## src/rtl/pkt_rate_limiter_pkg.sv

```systemverilog
// Shared constants and types for the packet rate limiter.
// Holds ctrl framing codes, FSM encoding and token-counter guard width.
package pkt_rate_limiter_pkg;

    localparam logic [7:0] IO_HDR_CTRL  = 8'hFF;
    localparam logic [7:0] PAYLOAD_CTRL = 8'h00;

    // Extra bits carried by next-token arithmetic so that
    // refill/debit cannot wrap before saturation is applied.
    localparam int TOKEN_GUARD = 1;

    typedef enum logic [1:0] {
        ST_IDLE    = 2'd0,
        ST_HDR     = 2'd1,
        ST_PAYLOAD = 2'd2
    } rl_state_e;

endpackage

```

## src/rtl/pkt_rate_limiter_bucket.sv

```systemverilog
// Token bucket: refill tick counter plus saturating signed token counter.
// Ports: refill config in, debit pulse in, tokens/gate_open out.
module rl_token_bucket
    import pkt_rate_limiter_pkg::*;
#(
    parameter int TOKEN_WIDTH = 20,
    parameter int TICK_WIDTH  = 16
) (
    input  logic                          clk,
    input  logic                          reset,
    input  logic [TOKEN_WIDTH-2:0]        tokens_per_tick,
    input  logic [TICK_WIDTH-1:0]         tick_period,
    input  logic [TOKEN_WIDTH-2:0]        bucket_max,
    input  logic                          debit,
    output logic signed [TOKEN_WIDTH-1:0] tokens,
    output logic                          gate_open
);

    localparam int NW = TOKEN_WIDTH + TOKEN_GUARD;
    localparam logic signed [NW-1:0] TOK_MIN =
        {{(TOKEN_GUARD + 1){1'b1}}, {(TOKEN_WIDTH - 1){1'b0}}};

    logic [TICK_WIDTH-1:0]         r_tick;
    logic signed [TOKEN_WIDTH-1:0] r_tokens;

    logic [TICK_WIDTH-1:0]         w_last;
    logic                          w_refill;
    logic signed [NW-1:0]          w_cur;
    logic signed [NW-1:0]          w_add;
    logic signed [NW-1:0]          w_sub;
    logic signed [NW-1:0]          w_sum;
    logic signed [NW-1:0]          w_max;
    logic signed [TOKEN_WIDTH-1:0] w_next;

    // Period 0 behaves as 1. Using >= lets a period that is lowered
    // below the running count fire at once instead of wrapping.
    always_comb begin
        w_last   = (tick_period == '0) ? '0 : tick_period - 1'b1;
        w_refill = (r_tick >= w_last);
    end

    always_comb begin
        w_cur = {{TOKEN_GUARD{r_tokens[TOKEN_WIDTH-1]}}, r_tokens};
        w_add = '0;
        if (w_refill) begin
            w_add = {{(TOKEN_GUARD + 1){1'b0}}, tokens_per_tick};
        end
        w_sub = {{(NW - 1){1'b0}}, debit};
        w_sum = w_cur + w_add - w_sub;
        w_max = {{(TOKEN_GUARD + 1){1'b0}}, bucket_max};
        if (w_sum > w_max) begin
            w_next = w_max[TOKEN_WIDTH-1:0];
        end else if (w_sum < TOK_MIN) begin
            w_next = TOK_MIN[TOKEN_WIDTH-1:0];
        end else begin
            w_next = w_sum[TOKEN_WIDTH-1:0];
        end
    end

    always_ff @(posedge clk or posedge reset) begin
        if (reset) begin
            r_tick   <= '0;
            r_tokens <= '0;
        end else begin
            r_tick   <= w_refill ? '0 : r_tick + 1'b1;
            r_tokens <= w_next;
        end
    end

    assign tokens    = r_tokens;
    assign gate_open = (r_tokens > 0);

endmodule

```

## src/rtl/pkt_rate_limiter.sv

```systemverilog
// Packet-boundary rate limiter between FIFO controller and output queues.
// Ports: in_* stream in, out_* registered stream out, rl_* config/stats.
module pkt_rate_limiter
    import pkt_rate_limiter_pkg::*;
#(
    parameter int DATA_WIDTH  = 64,
    parameter int CTRL_WIDTH  = DATA_WIDTH / 8,
    parameter int TOKEN_WIDTH = 20,
    parameter int TICK_WIDTH  = 16
) (
    input  logic                   clk,
    input  logic                   reset,
    input  logic [DATA_WIDTH-1:0]  in_data,
    input  logic [CTRL_WIDTH-1:0]  in_ctrl,
    input  logic                   in_wr,
    output logic                   in_rdy,
    output logic [DATA_WIDTH-1:0]  out_data,
    output logic [CTRL_WIDTH-1:0]  out_ctrl,
    output logic                   out_wr,
    input  logic                   out_rdy,
    input  logic                   rl_enable,
    input  logic [TOKEN_WIDTH-2:0] rl_tokens_per_tick,
    input  logic [TICK_WIDTH-1:0]  rl_tick_period,
    input  logic [TOKEN_WIDTH-2:0] rl_bucket_max,
    output logic [TOKEN_WIDTH-1:0] rl_tokens,
    output logic [31:0]            rl_pkt_count,
    output logic [31:0]            rl_stall_count
);

    rl_state_e r_state;
    rl_state_e w_state_nxt;

    logic [DATA_WIDTH-1:0] r_out_data;
    logic [CTRL_WIDTH-1:0] r_out_ctrl;
    logic                  r_out_wr;
    logic [31:0]           r_pkt_count;
    logic [31:0]           r_stall_count;

    logic                          w_is_hdr;
    logic                          w_is_pay;
    logic                          w_accept;
    logic                          w_eop;
    logic                          w_gate_open;
    logic                          w_gate_closed;
    logic                          w_stall;
    logic                          w_debit;
    logic signed [TOKEN_WIDTH-1:0] w_tokens;

    assign w_is_hdr = (in_ctrl == CTRL_WIDTH'(IO_HDR_CTRL));
    assign w_is_pay = (in_ctrl == CTRL_WIDTH'(PAYLOAD_CTRL));

    // Tokens only gate a packet start; mid-packet words always flow.
    assign w_gate_closed = (r_state == ST_IDLE) && rl_enable && !w_gate_open;
    assign w_accept      = in_wr && in_rdy;
    assign w_debit       = w_accept && rl_enable;
    assign w_stall       = in_wr && out_rdy && w_gate_closed;

    always_ff @(posedge clk or posedge reset) begin
        if (reset) begin
            r_state <= ST_IDLE;
        end else begin
            r_state <= w_state_nxt;
        end
    end

    always_comb begin
        w_state_nxt = r_state;
        w_eop       = 1'b0;
        if (w_accept) begin
            unique case (r_state)
                ST_IDLE: begin
                    if (w_is_hdr) begin
                        w_state_nxt = ST_HDR;
                    end else if (w_is_pay) begin
                        w_state_nxt = ST_PAYLOAD;
                    end else begin
                        w_eop = 1'b1;
                    end
                end
                ST_HDR: begin
                    if (w_is_pay) begin
                        w_state_nxt = ST_PAYLOAD;
                    end
                end
                ST_PAYLOAD: begin
                    if (!w_is_pay) begin
                        w_state_nxt = ST_IDLE;
                        w_eop       = 1'b1;
                    end
                end
                default: w_state_nxt = ST_IDLE;
            endcase
        end
    end

    // Held low in reset so upstream never pushes into a block being cleared.
    always_comb begin
        in_rdy = !reset && out_rdy && !w_gate_closed;
    end

    always_ff @(posedge clk or posedge reset) begin
        if (reset) begin
            r_out_wr      <= 1'b0;
            r_out_data    <= '0;
            r_out_ctrl    <= '0;
            r_pkt_count   <= '0;
            r_stall_count <= '0;
        end else begin
            r_out_wr <= w_accept;
            if (w_accept) begin
                r_out_data <= in_data;
                r_out_ctrl <= in_ctrl;
            end
            if (w_eop) begin
                r_pkt_count <= r_pkt_count + 32'd1;
            end
            if (w_stall) begin
                r_stall_count <= r_stall_count + 32'd1;
            end
        end
    end

    rl_token_bucket #(
        .TOKEN_WIDTH (TOKEN_WIDTH),
        .TICK_WIDTH  (TICK_WIDTH)
    ) u_bucket (
        .clk             (clk),
        .reset           (reset),
        .tokens_per_tick (rl_tokens_per_tick),
        .tick_period     (rl_tick_period),
        .bucket_max      (rl_bucket_max),
        .debit           (w_debit),
        .tokens          (w_tokens),
        .gate_open       (w_gate_open)
    );

    assign out_wr         = r_out_wr;
    assign out_data       = r_out_data;
    assign out_ctrl       = r_out_ctrl;
    assign rl_tokens      = w_tokens;
    assign rl_pkt_count   = r_pkt_count;
    assign rl_stall_count = r_stall_count;

endmodule

```

## config.mk

```make
export PLATFORM = sky130hd
export DESIGN_NAME = pkt_rate_limiter
export DESIGN_NICKNAME = d
export VERILOG_FILES = /design/src/rtl/pkt_rate_limiter_pkg.sv /design/src/rtl/pkt_rate_limiter_bucket.sv /design/src/rtl/pkt_rate_limiter.sv
export SDC_FILE = /design/constraint.sdc
export NUM_CORES = 1
export LEC_CHECK = 0
export ABC_AREA = 0
export BUFFER_PORTS_ARGS = -buffer_cell sky130_fd_sc_hd__buf_4
export CAP_MARGIN = 20
export CELL_PAD_IN_SITES_DETAIL_PLACEMENT = 1
export CELL_PAD_IN_SITES_GLOBAL_PLACEMENT = 2
export CORE_ASPECT_RATIO = 0.5
export CORE_MARGIN = 3
export CORE_UTILIZATION = 35
export DETAILED_ROUTE_END_ITERATION = 12
export HOLD_SLACK_MARGIN = 0.05
export PLACE_DENSITY_LB_ADDON = 0.1
export SETUP_SLACK_MARGIN = 0.02
export SLEW_MARGIN = 25
export SYNTH_ARGS = -nofsm -noshare
export SYNTH_HDL_FRONTEND = slang
export SYNTH_SLANG_ARGS = --single-unit
```

## constraint.sdc

```tcl
create_clock -name clk -period 12.85 [get_ports clk]
set_input_delay 0 -clock clk [delete_from_list [all_inputs] [get_ports clk]]
set_output_delay 0 -clock clk [all_outputs]
set_load 0.01 [all_outputs]
```

# Word-level counts from Yosys, hierarchy flattened
# Cells that the tools add are included.
dict set report op_classes {
  add_sub_neg 6
  n_lt_le_gt_ge 4
  n_eq_ne 4
  n_mux 13
  reduce_logical 15
}
# op n
set op_table {}
lappend op_table {{32-bit by 1-bit adder with 32-bit output, second input constant} 2}
lappend op_table {{20-bit 2-to-1 mux} 2}
lappend op_table {{16-bit 2-to-1 mux} 2}
lappend op_table {{20-bit by 20-bit adder with 21-bit output} 1}
lappend op_table {{21-bit by 20-bit greater-than comparator with 1-bit output} 1}
lappend op_table {{21-bit by 20-bit < comparator with 1-bit output, second input constant} 1}
lappend op_table {{21-bit by 2-bit subtractor with 21-bit output} 1}
lappend op_table {{20-bit by 1-bit greater-than comparator with 1-bit output, second input constant} 1}
lappend op_table {{19-bit 2-to-1 mux} 1}
lappend op_table {{16-bit by 1-bit adder with 16-bit output, second input constant} 1}
lappend op_table {{16-bit greater-or-equal comparator} 1}
lappend op_table {{16-bit zero test} 1}
lappend op_table {{16-bit by 1-bit subtractor with 16-bit output, second input constant} 1}
lappend op_table {{8-bit equality test, second input constant} 1}
lappend op_table {{1-bit logical AND} 8}
lappend op_table {{8-bit zero test} 1}
lappend op_table {{2-bit 2-to-1 mux} 3}
lappend op_table {{2-bit one-hot mux with 3 select lines} 1}
lappend op_table {{1-bit zero test} 3}
lappend op_table {{1-bit 2-to-1 mux} 3}
lappend op_table {{2-bit by 1-bit equality test with 1-bit output, second input constant} 1}
lappend op_table {{2-bit equality test, second input constant} 1}
lappend op_table {{2-bit zero test} 1}
lappend op_table {{2-bit != test, second input constant} 1}
lappend op_table {{other kinds (2)} 2}
dict set report word_totals {
  register_bits 175
  in_bits 131
  output_inout_bits 158
  wordCells 50
}

# Logic depth before layout (Yosys ltp)
dict set report depth {
  depth_word 11
  depth_mapped 35
  mapped_depth_nobuf 32
}

# Modules after synthesis
# A second synthesis with hierarchy kept.
dict set report unflattened {
  cells_unflattened 1116
  area_unflattened_um2 10124.7
}
# module instances cells_each area_each_um2 seq_area_each_um2
set modules_own_cells {}
lappend modules_own_cells {pkt_rate_limiter 1 599 5969.5 3478.3}
lappend modules_own_cells {rl_token_bucket 1 517 4155.2 900.9}

# Least setup slack after synthesis
# OpenSTA, ideal clock, no wires.
dict set report synth_path {
  path_kind {input to register}
  start {input port reset}
  end {register u_bucket.r_tokens[10], in the netlist u_bucket.tokens[10]}
  setup_ns 0.079
  arrival_time_ns 8.896
  required_time_ns 12.771
  slack_ns 3.875
  path_stages 27
  path_buffers 4
  path_cell_list {inv_1 > o211ai_2 > inv_2 > buf_2 > buf_2 > and2_1 > ha_1 > inv_1 > ha_1 > inv_1 > fa_1 > nor2b_1 > o31a_1 > o2111ai_1 > a31oi_1 > xor2_1 > ha_1 > a211oi_1 > o21bai_1 > a21o_1 > a21o_1 > o22ai_1 > a32oi_1 > o211ai_2 > buf_6 > buf_12 > mux2i_1}
}
dict set report synth_between {
  elab_chain_cells 9
  word_cells_on_any_way 10
  classes_between {add/sub: 1; order compare: 2; mux: 2; reduce/logical: 5}
}
# item line_no
set synth_rtl {}
lappend synth_rtl {{start, declared} pkt_rate_limiter.sv:12} ;# input logic reset,
lappend synth_rtl {{1-bit zero test (no source line) (*)} -}
lappend synth_rtl {{1-bit logical AND (*) (2 in a row)} pkt_rate_limiter.sv:98} ;# in_rdy = !reset && out_rdy && !w_gate_closed;
lappend synth_rtl {{1-bit logical AND (*)} pkt_rate_limiter.sv:54} ;# assign w_accept = in_wr && in_rdy;
lappend synth_rtl {{named net w_accept} pkt_rate_limiter.sv:41} ;# logic w_accept;
lappend synth_rtl {{1-bit logical AND (*)} pkt_rate_limiter.sv:55} ;# assign w_debit = w_accept && rl_enable;
lappend synth_rtl {{21-bit by 2-bit subtractor with 21-bit output (*)} pkt_rate_limiter_bucket.sv:49} ;# w_sum = w_cur + w_add - w_sub;
lappend synth_rtl {{21-bit by 20-bit < comparator with 1-bit output} pkt_rate_limiter_bucket.sv:53} ;# end else if (w_sum < TOK_MIN) begin
lappend synth_rtl {{20-bit 2-to-1 mux} pkt_rate_limiter_bucket.sv:53}
lappend synth_rtl {{20-bit 2-to-1 mux (*)} pkt_rate_limiter_bucket.sv:51} ;# if (w_sum > w_max) begin
lappend synth_rtl {{named net u_bucket.w_next[10]} pkt_rate_limiter_bucket.sv:33} ;# logic signed [TOKEN_WIDTH-1:0] w_next;
lappend synth_rtl {{end signal, assigned} pkt_rate_limiter_bucket.sv:66} ;# r_tokens <= w_next;
lappend synth_rtl {{end, declared} pkt_rate_limiter_bucket.sv:24} ;# logic signed [TOKEN_WIDTH-1:0] r_tokens;
# The timed path passes the listed nets; every way through them passes the cells marked *.
# A chain may end at the register's enable or synchronous reset.

# Worst setup path in the final report
dict set report layout_path {
  start {input port rl_tick_period[9]}
  end {register u_bucket.r_tokens[10], in the netlist u_bucket.tokens[10]}
}
dict set report layout_between {
  elab_chain_cells 9
  word_cells_on_any_way 11
  classes_between {add/sub: 3; order compare: 3; mux: 4; reduce/logical: 1}
}
# item line_no
set layout_rtl {}
lappend layout_rtl {{start, declared} pkt_rate_limiter.sv:23} ;# input logic [TICK_WIDTH-1:0] rl_tick_period,
lappend layout_rtl {{16-bit by 1-bit subtractor with 16-bit output / 16-bit zero test (equally long branches)} pkt_rate_limiter_bucket.sv:38} ;# w_last = (tick_period == '0) ? '0 : tick_period - 1'b1;
lappend layout_rtl {{16-bit 2-to-1 mux (*)} pkt_rate_limiter_bucket.sv:38}
lappend layout_rtl {{16-bit greater-or-equal comparator (*)} pkt_rate_limiter_bucket.sv:39} ;# w_refill = (r_tick >= w_last);
lappend layout_rtl {{19-bit 2-to-1 mux (*)} pkt_rate_limiter_bucket.sv:45} ;# if (w_refill) begin
lappend layout_rtl {{20-bit by 20-bit adder with 21-bit output (*)} pkt_rate_limiter_bucket.sv:49}
lappend layout_rtl {{21-bit by 2-bit subtractor with 21-bit output (*)} pkt_rate_limiter_bucket.sv:49}
lappend layout_rtl {{21-bit by 20-bit < comparator with 1-bit output} pkt_rate_limiter_bucket.sv:53}
lappend layout_rtl {{20-bit 2-to-1 mux} pkt_rate_limiter_bucket.sv:53}
lappend layout_rtl {{20-bit 2-to-1 mux (*)} pkt_rate_limiter_bucket.sv:51}
lappend layout_rtl {{named net u_bucket.w_next[10]} pkt_rate_limiter_bucket.sv:33}
# Marked as above.

==> impl_metrics.ini <==
[run_status]
outcome = finished clean

[power]
leakagePower_nw = 7.16
combPwrFrac = 0.539
ir_drop_v = 0.000109
pwr-share-clk = 0.184
power_frac_seq = 0.277
switching_share = 0.407
p_int_w = 0.00169
power_density_mw_per_mm2 = 205
p_sw_w = 0.00116

[global_routing]
track_usage = 0.202
grt_max_degree = 68
grt_pass1_wl_um = 48600
antenna_found_initial = 2
grt_pass1_vias = 8973
grt_remaining_overflow = 0

[sta]
fmax_mhz = 127
rsz0062_at_grt = false
relSlewSlack = 0.396
fin_hold_ws_ns = 0.112
fin_crit_sh = 0.612
layout_min_cycle_time_ns = 7.86
hold_viol = 0
worst_pin_slew_ns = 0.906
finClkSkew_ns = 0.0113
setup_viol = 0
finalMaxSlewViolations = 0
fin_ws_ns = 4.99
fin_setup_tns_ns = 0

[floorplan]
die_area_mm2 = 0.0303
fp-row-count = 42
io_pins = 289
fp.dieH_um = 125
dieWidth_um = 243
core_mm2 = 0.0271
start_util = 0.364

[synthesis]
synth_cell_types = 68
synth_area_mm2 = 0.00985
synth_area_leaders = dfrtp_1 44%, ha_1 10%, xnor2_1 5.7%, mux2_2 4.6%, nand2_1 4.1%
ys.flop_type = dfrtp_1
ys_ff_latch = 175
syn_avg_cell_area_um2 = 10.5
yosysTopAreaCell = dfrtp_1
yosys_warnings = 0
async_flop_share = 1.00
synth_nets = 1146
synth_edf_count = 0
synth_top_area_share = 0.445
synth-seq-area-share = 0.445
postSynthCellCount = 935

[min_path]
hold_path_end = u_bucket.tokens[0]$_DFF_PP0_
holdPathStages = 5
worstHoldPathType = in2reg
min-delay-start = rl_tokens_per_tick[0]

[critical_path]
cp_common_cell = ha_1
r2r_start = u_bucket.tokens[18]$_DFF_PP0_
crit_arrival_ns = 8.23
slowest_delay_ns = 0.59
cp-start-kind = input port
path_max_fanout = 35
required_ns = 13.21
path_class = in2reg
reg2reg_depth = 26
end_kind = register
r2r_slack_ns = 5.69
cp_slowest_cell = or4_1
r2r-end = u_bucket.tokens[10]$_DFF_PP0_

[clock_network]
clockBufferDepth = 2
cts_tree = built
ctsHtreeMaxLevel = 4
cts.clk_slew.worst_paths_ns = 0.07
cts_setup_buffers = 0
clkLatencyLatePin_ns = 0.44
cts_sinks = 175
cts-buffers-inserted = 17
cts-root-buf = clkbuf_16

[layout]
fill_cells = 3037
most-common-layout-cells = 293 x buf_4, 175 x dfrtp_1, 107 x nand2_1
layout_commonest_cell = buf_4
final_nets = 1533
fin_area_mm2 = 0.0139
final_layout_size_suffix_gt1_frac = 0.291
syn_to_final_growth_pct = 41.6

[route]
vias = 8184
ant_nets = 0
drt-total-wl_um = 30200
vias_per_cell = 4.78
post_drt_wl_per_cell_um = 17.6
remaining_drc_errors = 0
first_pass_iters = 5
first_iter_violations = 251

[placement]
place_area_mm2 = 0.0124
dp_worst_setup_slack_ns = 4.46
dpl.hpwl_um = 22500
place_congestion = 0.778
portBuffers = 288

[run]
maxCapViolCount = 0
==> cell usage after synthesis (4+ instances only) <==
library cell  number
mux2i_1           19
and3_1            22
nand4_1           12
dfrtp_1          175
nor2_1            49
xor2_1            41
a211oi_1           4
nand3_1           36
or2_2              4
mux2_2            40
o21ai_0            7
buf_2              6
clkbuf_1           8
mux2_1            34
nor3_1            12
xnor2_1           64
a21o_1            19
nor4_1             8
inv_1             94
and2_1             5
a21oi_1           20
nand2_1          107
ha_1              79
and4_1             7
==> area by class of cell <==
type / count / area (um2) / share of cell area
clock inverters: 11 / 105 / 0.00754
clock buffers: 21 / 480 / 0.0345
inverters: 95 / 362 / 0.0259
repair buffers: 385 / 3120 / 0.224
multi-input cells: 648 / 5030 / 0.360
diodes: 2 / 5.00 / 0.000359
well taps: 374 / 468 / 0.0336
flip-flops and latches: 175 / 4380 / 0.314
==> worst max-delay path: cells and delay by family <==
family	cells	cell delay (ns)
compound gates	12	2.59
buf+inv	4	0.84
mux	1	0.24
xor+xnor	1	0.11
fa+ha+maj	4	1.06
simple gates	12	3.32
==> stage by stage <==
stage	power [W]	utilization	instances
finish	0.00286	0.515	1711
global route	0.00310	0.515	1711
CTS	0.00289	0.515	1709
detailed placement	0.00232	0.459	1585
global placement	0.00228	0.459	1585
floorplan	0.00181	-	935
==> how the worst max path moves through the flow <==
stage,cells after the start,slack [ns],to,start
after floorplan,27,3.87,u_bucket.tokens[10]$_DFF_PP0_,reset
after global placement,34,4.73,u_bucket.tokens[7]$_DFF_PP0_,rl_tick_period[9]
after detailed placement,34,4.46,u_bucket.tokens[7]$_DFF_PP0_,rl_tick_period[9]
after CTS,34,4.91,u_bucket.tokens[7]$_DFF_PP0_,rl_tick_period[9]
after global routing,35,4.21,u_bucket.tokens[10]$_DFF_PP0_,rl_tick_period[9]
final,34,4.99,u_bucket.tokens[10]$_DFF_PP0_,rl_tick_period[9]
==> flip-flops by register name (all words and copies together), names as in the netlist <==
signal	flops
out_data	64
rl_pkt_count	32
rl_stall_count	32
u_bucket.tokens	20
u_bucket.r_tick	16
out_ctrl	8
r_state	2
out_wr	1
==> metal layers <==
layer	track usage	share of wire
met1	0.238	0.42
met2	0.368	0.53
met3	0.0407	0.030
met4	0.0666	0.023
met5	0	0
==> power by group through the flow <==
stage | sequential (W) | combinational, W | clock (W)
6_report | 0.000792 | 0.00154 | 0.000525
5_1_grt | 0.000811 | 0.00172 | 0.000565
4_1_cts | 0.000792 | 0.00155 | 0.000543
3_5_place_dp | 0.000802 | 0.00151 | 0
3_3_place_gp | 0.000796 | 0.00148 | 0
2_1_floorplan | 0.000832 | 0.000976 | 0
==> logic make-up after synthesis <==
kind of cell             after synthesis  synth area share
AND/OR/NAND/NOR                      286             0.145
buffers and inverters                112            0.0463
multiplexers                          94             0.106
XOR/XNOR                             105            0.0934
adder cells (fa/ha/maj)               80             0.102
flip-flops                           175             0.445
AO/OA/AOI/OAI                         83            0.0615
==> timing repair <==
item,in CTS,in global routing
hold endpoints to repair,137,0
gates resized for setup,0,0
hold buffers,92,0
Note: power is estimated with default switching activity, not from simulation.
